`src/rtl/mem_port_arbiter.sv`:
```
// Round-robin IF/LS sequencer for one memory port, one transaction in flight; accept->response >= 3 cycles.
// A memory stall holds ISSUE indefinitely, WAIT aborts after TIMEOUT cycles; requesters cannot stall responses.
module mem_port_arbiter #(
  parameter int ADDR_W  = 32,
  parameter int DATA_W  = 32,
  parameter int TIMEOUT = 255
) (
  input  logic                clk,
  input  logic                rst,
  input  logic                if_req_valid,
  input  logic [ADDR_W-1:0]   if_req_addr,
  output logic                if_req_ready,
  output logic                if_resp_valid,
  output logic [DATA_W-1:0]   if_resp_data,
  input  logic                ls_req_valid,
  input  logic                ls_req_we,
  input  logic [ADDR_W-1:0]   ls_req_addr,
  input  logic [DATA_W-1:0]   ls_req_wdata,
  input  logic [DATA_W/8-1:0] ls_req_wstrb,
  output logic                ls_req_ready,
  output logic                ls_resp_valid,
  output logic [DATA_W-1:0]   ls_resp_data,
  output logic                mem_req_valid,
  input  logic                mem_req_ready,
  output logic                mem_req_we,
  output logic [ADDR_W-1:0]   mem_req_addr,
  output logic [DATA_W-1:0]   mem_req_wdata,
  output logic [DATA_W/8-1:0] mem_req_wstrb,
  input  logic                mem_resp_valid,
  input  logic [DATA_W-1:0]   mem_resp_data,
  output logic [1:0]          current_state_vector,
  output logic [1:0]          error_vector
);
  localparam int STRB_W = DATA_W / 8;
  localparam int CNT_W  = (TIMEOUT < 2) ? 1 : $clog2(TIMEOUT + 1);

  typedef enum logic [1:0] {
    S_IDLE    = 2'b00,
    S_ISSUE   = 2'b01,
    S_WAIT    = 2'b10,
    S_RESPOND = 2'b11
  } state_t;

  state_t              r_state;
  state_t              w_state_nxt;
  logic                r_last_ls;
  logic                r_gnt_ls;
  logic [CNT_W-1:0]    r_cnt;
  logic [1:0]          r_err;
  logic [ADDR_W-1:0]   r_addr;
  logic                r_we;
  logic [DATA_W-1:0]   r_wdata;
  logic [STRB_W-1:0]   r_wstrb;
  logic [DATA_W-1:0]   r_if_data;
  logic [DATA_W-1:0]   r_ls_data;

  logic                w_pick_ls;
  logic                w_pick_if;
  logic                w_accept;
  logic                w_done;
  logic                w_timeout;
  logic [CNT_W-1:0]    w_cnt_inc;
  logic [DATA_W-1:0]   w_rdata;

  // On a conflict the requester that did not win last time gets the port.
  assign w_pick_ls = ls_req_valid && (!if_req_valid || !r_last_ls);
  assign w_pick_if = if_req_valid && !w_pick_ls;
  assign w_cnt_inc = r_cnt + 1'b1;
  assign w_timeout = (w_cnt_inc == CNT_W'(TIMEOUT));
  assign w_rdata   = (mem_resp_valid && !r_we) ? mem_resp_data : '0;

  always_comb begin
    w_state_nxt  = r_state;
    w_accept     = 1'b0;
    w_done       = 1'b0;
    if_req_ready = 1'b0;
    ls_req_ready = 1'b0;
    case (r_state)
      S_IDLE: begin
        if_req_ready = w_pick_if;
        ls_req_ready = w_pick_ls;
        if (w_pick_if || w_pick_ls) begin
          w_accept    = 1'b1;
          w_state_nxt = S_ISSUE;
        end
      end
      S_ISSUE: begin
        if (mem_req_ready) w_state_nxt = S_WAIT;
      end
      S_WAIT: begin
        if (mem_resp_valid || w_timeout) begin
          w_done      = 1'b1;
          w_state_nxt = S_RESPOND;
        end
      end
      S_RESPOND: w_state_nxt = S_IDLE;
      default:   w_state_nxt = S_IDLE;
    endcase
  end

  always_ff @(posedge clk) begin
    if (rst) r_state <= S_IDLE;
    else     r_state <= w_state_nxt;
  end

  always_ff @(posedge clk) begin
    if (rst) begin
      r_last_ls <= 1'b0;
      r_gnt_ls  <= 1'b0;
      r_cnt     <= '0;
      r_err     <= 2'b00;
      r_addr    <= '0;
      r_we      <= 1'b0;
      r_wdata   <= '0;
      r_wstrb   <= '0;
      r_if_data <= '0;
      r_ls_data <= '0;
    end else begin
      if (w_accept) begin
        r_gnt_ls <= w_pick_ls;
        r_addr   <= w_pick_ls ? ls_req_addr : if_req_addr;
        r_we     <= w_pick_ls && ls_req_we;
        r_wdata  <= w_pick_ls ? ls_req_wdata : '0;
        r_wstrb  <= w_pick_ls ? ls_req_wstrb : '0;
      end
      if (r_state == S_ISSUE && mem_req_ready) r_cnt <= '0;
      else if (r_state == S_WAIT)              r_cnt <= w_cnt_inc;
      // A response landing on the timeout cycle wins; only a true abort flags bit 0.
      if (w_done) begin
        if (r_gnt_ls) r_ls_data <= w_rdata;
        else          r_if_data <= w_rdata;
        if (!mem_resp_valid) r_err[0] <= 1'b1;
      end
      if (mem_resp_valid && r_state != S_WAIT) r_err[1] <= 1'b1;
      if (r_state == S_RESPOND) r_last_ls <= r_gnt_ls;
    end
  end

  assign mem_req_valid        = (r_state == S_ISSUE);
  assign mem_req_we           = r_we;
  assign mem_req_addr         = r_addr;
  assign mem_req_wdata        = r_wdata;
  assign mem_req_wstrb        = r_wstrb;
  assign if_resp_valid        = (r_state == S_RESPOND) && !r_gnt_ls;
  assign ls_resp_valid        = (r_state == S_RESPOND) && r_gnt_ls;
  assign if_resp_data         = r_if_data;
  assign ls_resp_data         = r_ls_data;
  assign current_state_vector = r_state;
  assign error_vector         = r_err;
endmodule
```
`config.mk`:
```
export PLATFORM = sky130hd
export DESIGN_NAME = mem_port_arbiter
export DESIGN_NICKNAME = d
export VERILOG_FILES = /design/src/rtl/mem_port_arbiter.sv
export SDC_FILE = /design/constraint.sdc
export NUM_CORES = 1
export LEC_CHECK = 0
export ABC_AREA = 0
export BUFFER_PORTS_ARGS = -buffer_cell sky130_fd_sc_hd__buf_2
export CELL_PAD_IN_SITES_DETAIL_PLACEMENT = 2
export CELL_PAD_IN_SITES_GLOBAL_PLACEMENT = 2
export CORE_UTILIZATION = 25
export CTS_CLUSTER_DIAMETER = 150
export DETAILED_ROUTE_END_ITERATION = 7
export PLACE_DENSITY = 0.89
export SYNTH_ARGS = -nofsm -noshare
export SYNTH_HDL_FRONTEND = slang
export SYNTH_SLANG_ARGS = --single-unit
```
`constraint.sdc`:
```
create_clock -name clk -period 2.27 [get_ports clk]
set_input_delay 0.1135 -clock clk [delete_from_list [all_inputs] [get_ports clk]]
set_output_delay 0.1135 -clock clk [all_outputs]
set_load 0.01 [all_outputs]
```
* After elaboration in Yosys (flattened, before gate mapping)
Index checks and enable logic that the tools add are counted.
** Storage, ports and cells
- Word-level logic and storage cells :: 59
- Input bits :: 139
- Register bits :: 147
- Output and inout port bits :: 142
** Cells by class
- Equal/unequal tests :: 8
- $add $sub $neg :: 1
- Bitwise logic cells :: 2
- Reduce and logical (&&, ||, !) cells :: 22
- Multiplexer cells :: 14
** Operators with widths (number)
- two-way mux 32 bit :: 3
- adder 8 x 1 -> 8 bit, second input constant :: 1
- equality test 8 bit, second input constant :: 1
- logical AND 1 bit :: 8
- case mux 2 bit (4 select lines) :: 1
- two-way mux 1 bit :: 6
- two-way mux 2 bit :: 3
- != test 2 bit, second input constant :: 3
- AND reduction 2 bit :: 3
- zero test 1 bit :: 5
- equality test 2 bit, second input constant :: 2
- two-way mux 4 bit :: 1
- logical OR 1 bit :: 3
- AND reduction 3 bit :: 1
- equality test 2 x 1 -> 1 bit, second input constant :: 1
- zero test 2 bit :: 1
- != test 2 x 1 -> 1 bit, second input constant :: 1
- NOT 1 bit :: 2
- OR reduction 2 bit :: 1

* Longest topological paths before layout
Gate-level depths: netlist of run 1.
- Depth in word-level cells :: 8
- Mapped depth :: 8

* Worst setup path before layout of run 1
Ideal clock, no wire load.
- Path kind :: register -> register
- From :: reg r_cnt[0]
- To :: reg r_ls_data[23], in the netlist ls_resp_data[23]
- Stages on the path, launching flop included :: 7
- Setup time :: 0.132 ns
- Slack :: 0.577 ns
- Arrival time :: 1.561 ns
- Path through :: dfxtp_1 -> ha_1 -> xnor2_1 -> o41a_4 -> buf_6 -> o21ai_1 -> a21oi_1
** Between the ends
- Longest elaborated chain between the ends :: 6
** Ends and longest elaborated chain
- start, declared :: RTL line 48 : logic [CNT_W-1:0] r_cnt;
- start signal, assigned :: RTL line 127 : else if (r_state == S_WAIT) r_cnt <= w_cnt_inc;
- adder 8 x 1 -> 8 bit :: RTL line 68 : assign w_cnt_inc = r_cnt + 1'b1;
- equality test 8 bit :: RTL line 69 : assign w_timeout = (w_cnt_inc == CNT_W'(TIMEOUT));
- logical OR 1 bit :: RTL line 91 : if (mem_resp_valid || w_timeout) begin
- two-way mux 1 bit :: RTL line 91
- two-way mux 1 bit :: RTL line 78 : case (r_state)
- AND reduction 2 bit (no line)
- end signal, assigned :: RTL line 130 : if (r_gnt_ls) r_ls_data <= w_rdata;
- end, declared :: RTL line 55 : logic [DATA_W-1:0] r_ls_data;
Every way passes these cells.
A chain may end at the register's enable or synchronous reset.

* Worst setup path in the final report of run 1
- From :: reg r_state[0], in the netlist current_state_vector[0]
- To :: out ls_req_ready
** Between the ends
- Longest elaborated chain between the ends :: 2
** Ends and longest elaborated chain
- start, declared :: RTL line 44 : state_t r_state;
- start signal, assigned :: RTL line 103 : else r_state <= w_state_nxt;
- zero test 2 bit :: RTL line 78
- two-way mux 1 bit :: RTL line 78
- end, declared :: RTL line 20 : output logic ls_req_ready,
Every way passes these cells.

==> results of run 1 <==
worst paths after layout:
check / startpoint / to / slack [ns] / cells past startpoint
max: current_state_vector[0]$_SDFFE_PP0P_ / ls_req_ready / 0.14 / 5
min reg2reg: ls_resp_data[16]$_SDFFE_PP0P_ / ls_resp_data[16]$_SDFFE_PP0P_ / 0.48 / 2
min: mem_resp_valid / error_vector[1]$_SDFFE_PP0P_ / 0.01 / 3
max reg2reg: r_cnt[0]$_SDFFE_PP0P_ / if_resp_data[7]$_SDFFE_PP0P_ / 0.20 / 6
per-stage QoR:
stage / std cells / hold WS (ns) / power (W) / utilization / instance area, sq um
3_3_place_gp: 1160 / 0.359 / 0.00550 / 0.333 / 7330
6_report: 1263 / 0.0102 / 0.00853 / 0.391 / 8600
4_1_cts: 1260 / 0.00293 / 0.00856 / 0.390 / 8590
3_5_place_dp: 1160 / 0.374 / 0.00563 / 0.333 / 7330
5_1_grt: 1263 / 0.0328 / 0.00900 / 0.391 / 8600
2_1_floorplan: 639 / 0.250 / 0.00459 / - / 5660
cell families after synthesis:
| logic type | after synthesis | synth area share |
|---|---|---|
| adder cells (fa/ha/maj) | 7 | 0.0155 |
| flip-flops | 147 | 0.520 |
| AO/OA/AOI/OAI | 211 | 0.223 |
| buffers and inverters | 60 | 0.0500 |
| AND/OR/NAND/NOR | 173 | 0.121 |
| multiplexers | 33 | 0.0584 |
| XOR/XNOR | 8 | 0.0124 |
layer usage:
layer | track usage | vias up | routed length [microns]
li1 | - | 2890 | -
met1 | 0.230 | 2987 | 9620
met2 | 0.381 | 237 | 12300
met3 | 0.0646 | 47 | 1700
met4 | 0.100 | 2 | 764
met5 | 0 | - | 13
power by group through the flow:
stage	logic (W)	clock network (W)	registers [W]
final	0.00241	0.00281	0.00331
after global routing	0.00264	0.00299	0.00337
after CTS	0.00239	0.00287	0.00330
after detailed placement	0.00229	0	0.00334
after global placement	0.00219	0	0.00331
after floorplan	0.00106	0	0.00352
state kept, by name, summed over array words and instances (netlist names):
name / flops
error_vector: 2
mem_req_wdata: 32
if_resp_data: 32
mem_req_addr: 32
r_last_ls: 1
mem_req_we: 1
ls_resp_data: 32
current_state_vector: 2
r_gnt_ls: 1
mem_req_wstrb: 4
r_cnt: 8
area by class of cell:
type | count | area share
well taps | 280 | 0.0407
flip-flops and latches | 147 | 0.342
multi-input cells | 432 | 0.286
inverters | 6 | 0.00262
clock buffers | 19 | 0.0515
repair buffers | 364 | 0.261
clock inverters | 12 | 0.0151
diodes | 3 | 0.000873
critical path: stages, from the launching register on:
cell	delay (ns)
dfxtp_1	0.35
inv_1	0.14
ha_1	0.29
and2_1	0.16
buf_4	0.40
buf_2	0.22
Yosys cell counts:
cell,count,share of area
a21boi_0,1,0.0013
nand4_1,2,0.0022
a21oi_1,69,0.061
xnor2_1,3,0.0046
a221oi_1,1,0.0015
a21o_1,1,0.0013
a22oi_1,37,0.049
a211oi_1,33,0.044
nor2b_1,2,0.0022
nand2_1,70,0.046
o41a_4,1,0.0038
a31oi_1,1,0.0011
clkbuf_1,34,0.023
nor2_1,87,0.058
and2_1,2,0.0022
mux2i_1,33,0.058
nand2b_1,4,0.0044
o31ai_1,1,0.0013
buf_2,10,0.0088
o21ai_0,6,0.0053
or3_1,1,0.0011
buf_6,6,0.012
xor2_1,5,0.0077
o21ai_1,60,0.053
nor4_1,1,0.0011
inv_1,6,0.0040
ha_1,7,0.015
buf_1,4,0.0027
and3_1,1,0.0011
nand3_1,3,0.0027
dfxtp_1,147,0.52
timing repair:
| item | CTS | global route |
|---|---|---|
| hold buffers | 69 | 0 |
| setup endpoints to repair | 0 | 0 |
| endpoints found under the hold margin | 100 | 0 |
==> metrics.txt, run 1 <==
Max Buffers Root-to-Sink 2; CP startpoint kind register; CTS resizes 0; TNS Setup 0 ns; number of global-route vias before repair 6912; row cnt 54; share of layout cells above drive strength 1 0.338; status complete, but fails checks; GP Congestion approximately 0.72; commonest non-fill, non-tap cell in the layout buf_2; Die Y 152 microns; Fillers between 2000 and 2500; Worst Clk Skew 0.0174 ns; Syn Std Cell Area 0.00566 sq mm; GRT overflow 0; Comb power frac 0.282; Lkg Pwr 3.89 nW; Max-Cap Viols 0; wire per inst 19.3 microns; WP data arrival 2.02 ns; #FFs+latches synth about 150; # setup viols final 0; clock sink count 147; first-pass GRT wire length 38400 microns; I/O pin count 281; Slew Viols, Final 0; pwr/cell area 992 mW/mm^2; Clk pwr share 0.330; Max Freq 0.469 GHz; HP Class input pin to register; failing checks DRC; post-DP HPWL 15100 microns; Worst Path Max Fanout 39; Tot GR Track Use 0.213; CTS tree built; Worst Max-Slew Pin Slew ~0.58 ns; DR iter-0 viols 194; VDD IR max 0.406 mV; Starting Density 0.257; Synth cell types 31; Seq pwr share 0.388; post-route ant nets 0; worst slack, placed 0.232 ns; synthesized net count 785; RSZ-0062 raised after global routing false; Yosys warning count 0; Tmin final 2.13 ns; final worst slack 0.136 ns; WP data required 2.16 ns; most frequent cells in the layout 279 x buf_2, 147 x dfxtp_1, 85 x nor2_1; Setup Crit Path Kind register to output port; clock latency on the worst-skew pair 0.42 ns; largest net degree at the start of global routing 70; full die area 0.0232 sq mm; antenna violations before repair 4; sequential share of the synthesized area 0.520; vias per inst 4.88; switching share of power 0.341; Power Internal 0.00563 W; via count 6163; port bufs 280; CTS root buffer clkbuf_16; Tcrit/Tclk final 0.940; area taken by multi-input logic gates roughly 0.0025 sq mm; post-CTS setup buffer count 0; Reg clk slew, reported paths 0.06 ns; Die W 152 microns; Post-Route WL 24400 microns; Mapped Avg Cell Area 8.86 sq um; cells after synthesis approximately 640; htree depth 4; fin nets 1114; Register Area 0.00294 sq mm; Worst setup EP type output port; first-pass detailed-route iteration total 6; Synth-to-Final Area Change 52.0%; Core ar. 0.0220 sq mm; cts bufs inserted 17; residual DRC count 18; NetSw 0.00291 W; max_slew headroom 0.614; final hold vios 0
No activity file was read; power rests on OpenSTA's default activity.
==> run 2: changes to the inputs <==
CORE_UTILIZATION = 26   (was 25)
CTS_BUF_LIST = sky130_fd_sc_hd__clkbuf_4 sky130_fd_sc_hd__clkbuf_8   (was unset)
GPL_TIMING_DRIVEN = 1   (was unset)
PLACE_DENSITY = 0.79   (was 0.89)
==> run 2 against run 1 <==
Compared with the run above:
- the flow now finishes without violations
- final cell count grew 2.4%
- maximum frequency is 2.6% higher
- non-clock buffer count increased by 36
- critical path type unchanged
==> metrics.txt, run 2 (synthesized netlist as in run 1, its figures left out) <==
Lkg Pwr 3.96 nW; Max-Cap Viols 0; first-pass GRT wire length roughly 38000 microns; WP data arrival 1.97 ns; Comb power frac 0.311; switching share of power 0.359; number of global-route vias before repair between 6000 and 7000; crit path max-delay cell type dfxtp_1; Worst Path Max Fanout 39; first-pass detailed-route iteration total 4; CP startpoint kind register; wire per inst 19.0 microns; htree depth 4; VDD IR max slightly below 0.4 mV; Synth-to-Final Area Change 55.3%; Setup Crit Path Kind register to output port; fin util 0.416; Die W 150 microns; Worst Max-Slew Pin Slew 0.709 ns; post-route ant nets 0; GR peak layer met2; CTS tree built; largest net degree at the start of global routing 66; met3 Use GR 0.0637; Tmin final just over 2 ns; CTS root buffer clkbuf_8; Worst Clk Skew 0.0159 ns; fin nets around 1200; most frequent cells in the layout 279 x buf_2, 147 x dfxtp_1, 105 x dlygate4sd3_1; cts bufs inserted 17; GP Congestion 0.737; Reg clk slew, reported paths 0.10 ns; Die Y around 150 microns; port bufs 280; # setup viols final 0; share of layout cells above drive strength 1 0.327; row cnt 53; met2 Use GR 0.404; met1 usage 0.229; final hold vios 0; Post-Route WL roughly 25000 microns; WP data required 2.16 ns; vias per inst ~4.8; post-CTS setup buffer count 0; Seq pwr share 0.414; Max Freq 0.481 GHz; Tot GR Track Use 0.220; GRT overflow 0; dpl cells around 1200; via count 6261; Worst setup EP type output port; Clk pwr share 0.275; crit-path max cell delay 0.38 ns; NetSw approximately 0.0029 W; Starting Density 0.268; status finished clean; Power Internal 0.00515 W; worst-path cell chain inv_1, ha_1, and2_1, buf_6, buf_2; max_slew headroom 0.527; Core ar. roughly 0.021 sq mm; Slew Viols, Final 0; I/O pin count ~280; pwr/cell area 913 mW/mm^2; residual DRC count 0; RSZ-0062 raised after global routing false; Max Buffers Root-to-Sink 2; clock latency on the worst-skew pair ~0.45 ns; clock sink count 147; final std cells w/o fill 1293; TNS Setup 0 ns; antenna violations before repair 1; HP Class input pin to register; DR iter-0 viols 216; Tcrit/Tclk final 0.916; commonest non-fill, non-tap cell in the layout buf_2; full die area between 0.02 and 0.025 sq mm; post-DP HPWL 14700 microns
-- run 2: changes by cell type in the layout (fill, tap and decap cells not counted), moves of 4 or more --
cell,change
clkbuf_16,-17
clkbuf_8,+16
clkinv_2,-4
dlygate4sd3_1,+36
-- run 2: final timing paths --
kind	endpoint	slack, ns	startpoint	depth (start not counted)
setup / recovery	ls_req_ready	0.19	current_state_vector[0]$_SDFFE_PP0P_	5
hold / removal	mem_req_addr[4]$_SDFFE_PP0P_	0.03	if_req_addr[4]	3
setup reg to reg	if_resp_data[19]$_SDFFE_PP0P_	0.22	r_cnt[0]$_SDFFE_PP0P_	5
hold reg to reg	ls_resp_data[0]$_SDFFE_PP0P_	0.48	ls_resp_data[0]$_SDFFE_PP0P_	2
-- run 2: layer usage --
layer  vias up  share of wire
li1       2948              -
met1      3023           0.38
met2       236           0.52
met3        54          0.064
met4         0          0.034
met5         -              0
-- run 2: through the flow --
| step | total power, W | instance area (sq um) | worst slack (ns) | hold WS [ns] |
|---|---|---|---|---|
| after floorplan | 0.00459 | 5660 | 0.577 | 0.250 |
| after global placement | 0.00553 | 7310 | 0.243 | 0.358 |
| after detailed placement | 0.00562 | 7310 | 0.161 | 0.372 |
| after CTS | 0.00802 | 8780 | 0.0663 | 0.000387 |
| after global routing | 0.00849 | 8790 | 0.00886 | 0.00190 |
| final | 0.00803 | 8790 | 0.190 | 0.0253 |
-- run 2: critical path: cells and delay by family (launching register included) --
kind	cells	cell delay [ns]
flip-flops	1	0.38
buffers and inverters	3	0.65
AND/OR/NAND/NOR	1	0.19
adder cells (fa/ha/maj)	1	0.29
-- run 2: final cells by class --
class                   count  area [sq um]
fillers                  2332         12400
flip-flops and latches    147          2940
repair buffers            400          2600
multi-input cells         432          2460
well taps                 275           344
clock buffers              18           241
clock inverters            13           176
inverters                   6          22.5
diodes                      2          5.00
-- run 2: power groups by stage --
stage | clock [W] | sequential, W | combinational (W)
after floorplan | 0 | 0.00352 | 0.00106
after global placement | 0 | 0.00332 | 0.00221
after detailed placement | 0 | 0.00335 | 0.00227
after CTS | 0.00229 | 0.00330 | 0.00243
after global routing | 0.00239 | 0.00338 | 0.00272
final | 0.00221 | 0.00333 | 0.00249
-- run 2: repair_timing --
item	4_1_cts	5_1_grt
hold endpoints to repair	122	0
hold buffers	105	0
gates resized for setup	0	2
endpoints found under the setup margin	0	2
==> run 3: changes to the inputs <==
BUFFER_PORTS_ARGS = unset   (was -buffer_cell sky130_fd_sc_hd__buf_2)
CAP_MARGIN = 40   (was unset)
CORE_ASPECT_RATIO = 0.7   (was unset)
CORE_UTILIZATION = 36   (was 26)
DONT_BUFFER_PORTS = 1   (was unset)
PLACE_DENSITY = 0.78   (was 0.79)
==> run 3 against run 2 <==
Compared with the run above:
- flip-flop and latch count unchanged
- critical endpoint is now mem_req_addr[15]$_SDFFE_PP0P_
- register-to-register slack got worse by 0.17 ns
- highest routed layer unchanged
- largest cell class unchanged
- final cell count decreased by 27%
- sequential share of layout area increased by 6.3 points
- routed wire length decreased by 11%
- critical path depth increased by 2
- hold slack improved by 0.010 ns
- clock power decreased by 4%
- sequential power increased by 9.3%
- count of clock-buffer cells in the layout decreased by 1
- via count decreased by 16%
==> metrics.txt, run 3 (synthesized netlist as in run 1, its figures left out) <==
status finished clean; post-CTS setup buffer count 0; post-DP HPWL 12100 microns; Tmin final 2.22 ns; Worst Clk Skew 0.0141 ns; crit path max-delay cell type dlygate4sd3_1; Starting Density 0.377; flop-to-flop setup slack ~0.047 ns; share of layout cells above drive strength 1 0.0781; first-pass detailed-route iteration total 5; Post-Route WL 21800 microns; I/O pin count 281; VDD IR max 0.367 mV; htree depth 4; max_slew headroom 0.520; cts bufs inserted 17; Max-Cap Viols 0; Setup crit end mem_req_addr[15]$_SDFFE_PP0P_; residual DRC count 0; commonest non-fill, non-tap cell in the layout dfxtp_1; largest net degree at the start of global routing ~120; fin util 0.493; number of global-route vias before repair 5900; Worst R2R Start current_state_vector[0]$_SDFFE_PP0P_; Tcrit/Tclk final 0.979; Setup Crit Path Kind register to register; RSZ-0062 raised after global routing false; CTS root buffer clkbuf_8; port bufs 0; crit-path max cell delay roughly 0.61 ns; HP Class input pin to register; WP data arrival 2.60 ns; wire per inst 23.2 microns; Die Y 107 microns; reg2reg path depth 7; Reg clk slew, reported paths about 0.080 ns; clock latency on the worst-skew pair about 0.44 ns; final hold vios 0; Lkg Pwr 2.75 nW; Worst setup EP type register; worst hold path cell count 2; Worst Max-Slew Pin Slew 0.720 ns; # setup viols final 0; worst-path cell chain inv_2, ha_2, nor2b_4, buf_12, nor2_1, a211oi_1, dlygate4sd3_1; via count 5276; WP data required 2.65 ns; Max Buffers Root-to-Sink 2; CTS tree built; first-pass GRT wire length 33100 microns; post-route ant nets 0; n_diodes 0; DR iter-0 viols 233; TNS Setup 0 ns; CP startpoint kind register; FF-to-FF End mem_req_addr[15]$_SDFFE_PP0P_; full die area around 0.016 sq mm; Core ar. around 0.015 sq mm; most frequent cells in the layout 144 x dfxtp_1, 114 x dlygate4sd3_1, 85 x nor2_1; pwr/cell area 1040 mW/mm^2; antenna violations before repair 0; vias per inst between 5 and 6; Synth-to-Final Area Change 30.7%; row cnt 37; Max Freq between 0.4 and 0.5 GHz; Worst Path Max Fanout 16; fin nets 877; GP Congestion 0.747; Tot GR Track Use 0.263; GRT overflow 0; Die W 152 microns; critical path launch point current_state_vector[0]$_SDFFE_PP0P_; clock sink count 147; Slew Viols, Final 0
==> run 3: report_power, final <==
group / switching (W) / internal (W)
Clock: 0.00104 / 0.00108
Combinational: 0.00110 / 0.000837
Sequential: 0.000610 / 0.00303
Total: 0.00275 / 0.00495
==> run 3: what timing repair did <==
action | in CTS | in global routing
endpoints found under the hold margin | 139 | 0
setup endpoints to repair | 0 | 25
hold buffers | 115 | 0
resized for setup | 0 | 9
==> run 3: worst min path at each step <==
| stage | from | to | slack, ns |
|---|---|---|---|
| final | rst | r_cnt[7]$_SDFFE_PP0P_ | 0.04 |
| after global routing | rst | r_cnt[1]$_SDFFE_PP0P_ | 0.05 |
| after CTS | rst | r_cnt[7]$_SDFFE_PP0P_ | 0.005 |
| after detailed placement | rst | mem_req_addr[9]$_SDFFE_PP0P_ | 0.20 |
| after global placement | rst | mem_req_addr[9]$_SDFFE_PP0P_ | 0.20 |
| after floorplan | mem_resp_data[0] | if_resp_data[0]$_SDFFE_PP0P_ | 0.25 |
==> run 3: routing by layer <==
metal,up-vias,routed length (microns),GRT usage
met5,-,0,0
met4,0,595,0.100
met3,44,1360,0.0812
met1,2615,8270,0.275
li1,2412,-,-
met2,205,11600,0.494
==> run 3: layout make-up <==
cell class,instances,area [sq um]
Clock buffer,17,234
Clock inverter,14,163
Fill cell,1559,7600
Inverter,6,22.5
Multi-Input combinational cell,432,2480
Sequential cell,147,2950
Tap cell,195,244
Timing Repair Buffer,127,1310
==> run 3: stage by stage <==
stage | hold slack, ns | setup WS (ns) | instances | instance area, sq um | total power, W
finish | 0.0357 | 0.0468 | 938 | 7400 | 0.00770
global route | 0.0459 | 0.00866 | 938 | 7400 | 0.00806
CTS | 0.00502 | 0.0119 | 936 | 7320 | 0.00747
detailed placement | 0.199 | 0.156 | 790 | 5760 | 0.00502
global placement | 0.196 | 0.324 | 790 | 5760 | 0.00488
floorplan | 0.250 | 0.577 | 639 | 5660 | 0.00459
==> run 3: worst max-delay path, delay by kind of cell, from the launching register on <==
family	cells	cell delay, ns
and+or+nand+nor	2	0.32
adders and majority gates	1	0.25
DFF	1	0.40
AOI/OAI and AO/OA	1	0.28
buffers and inverters	3	0.92
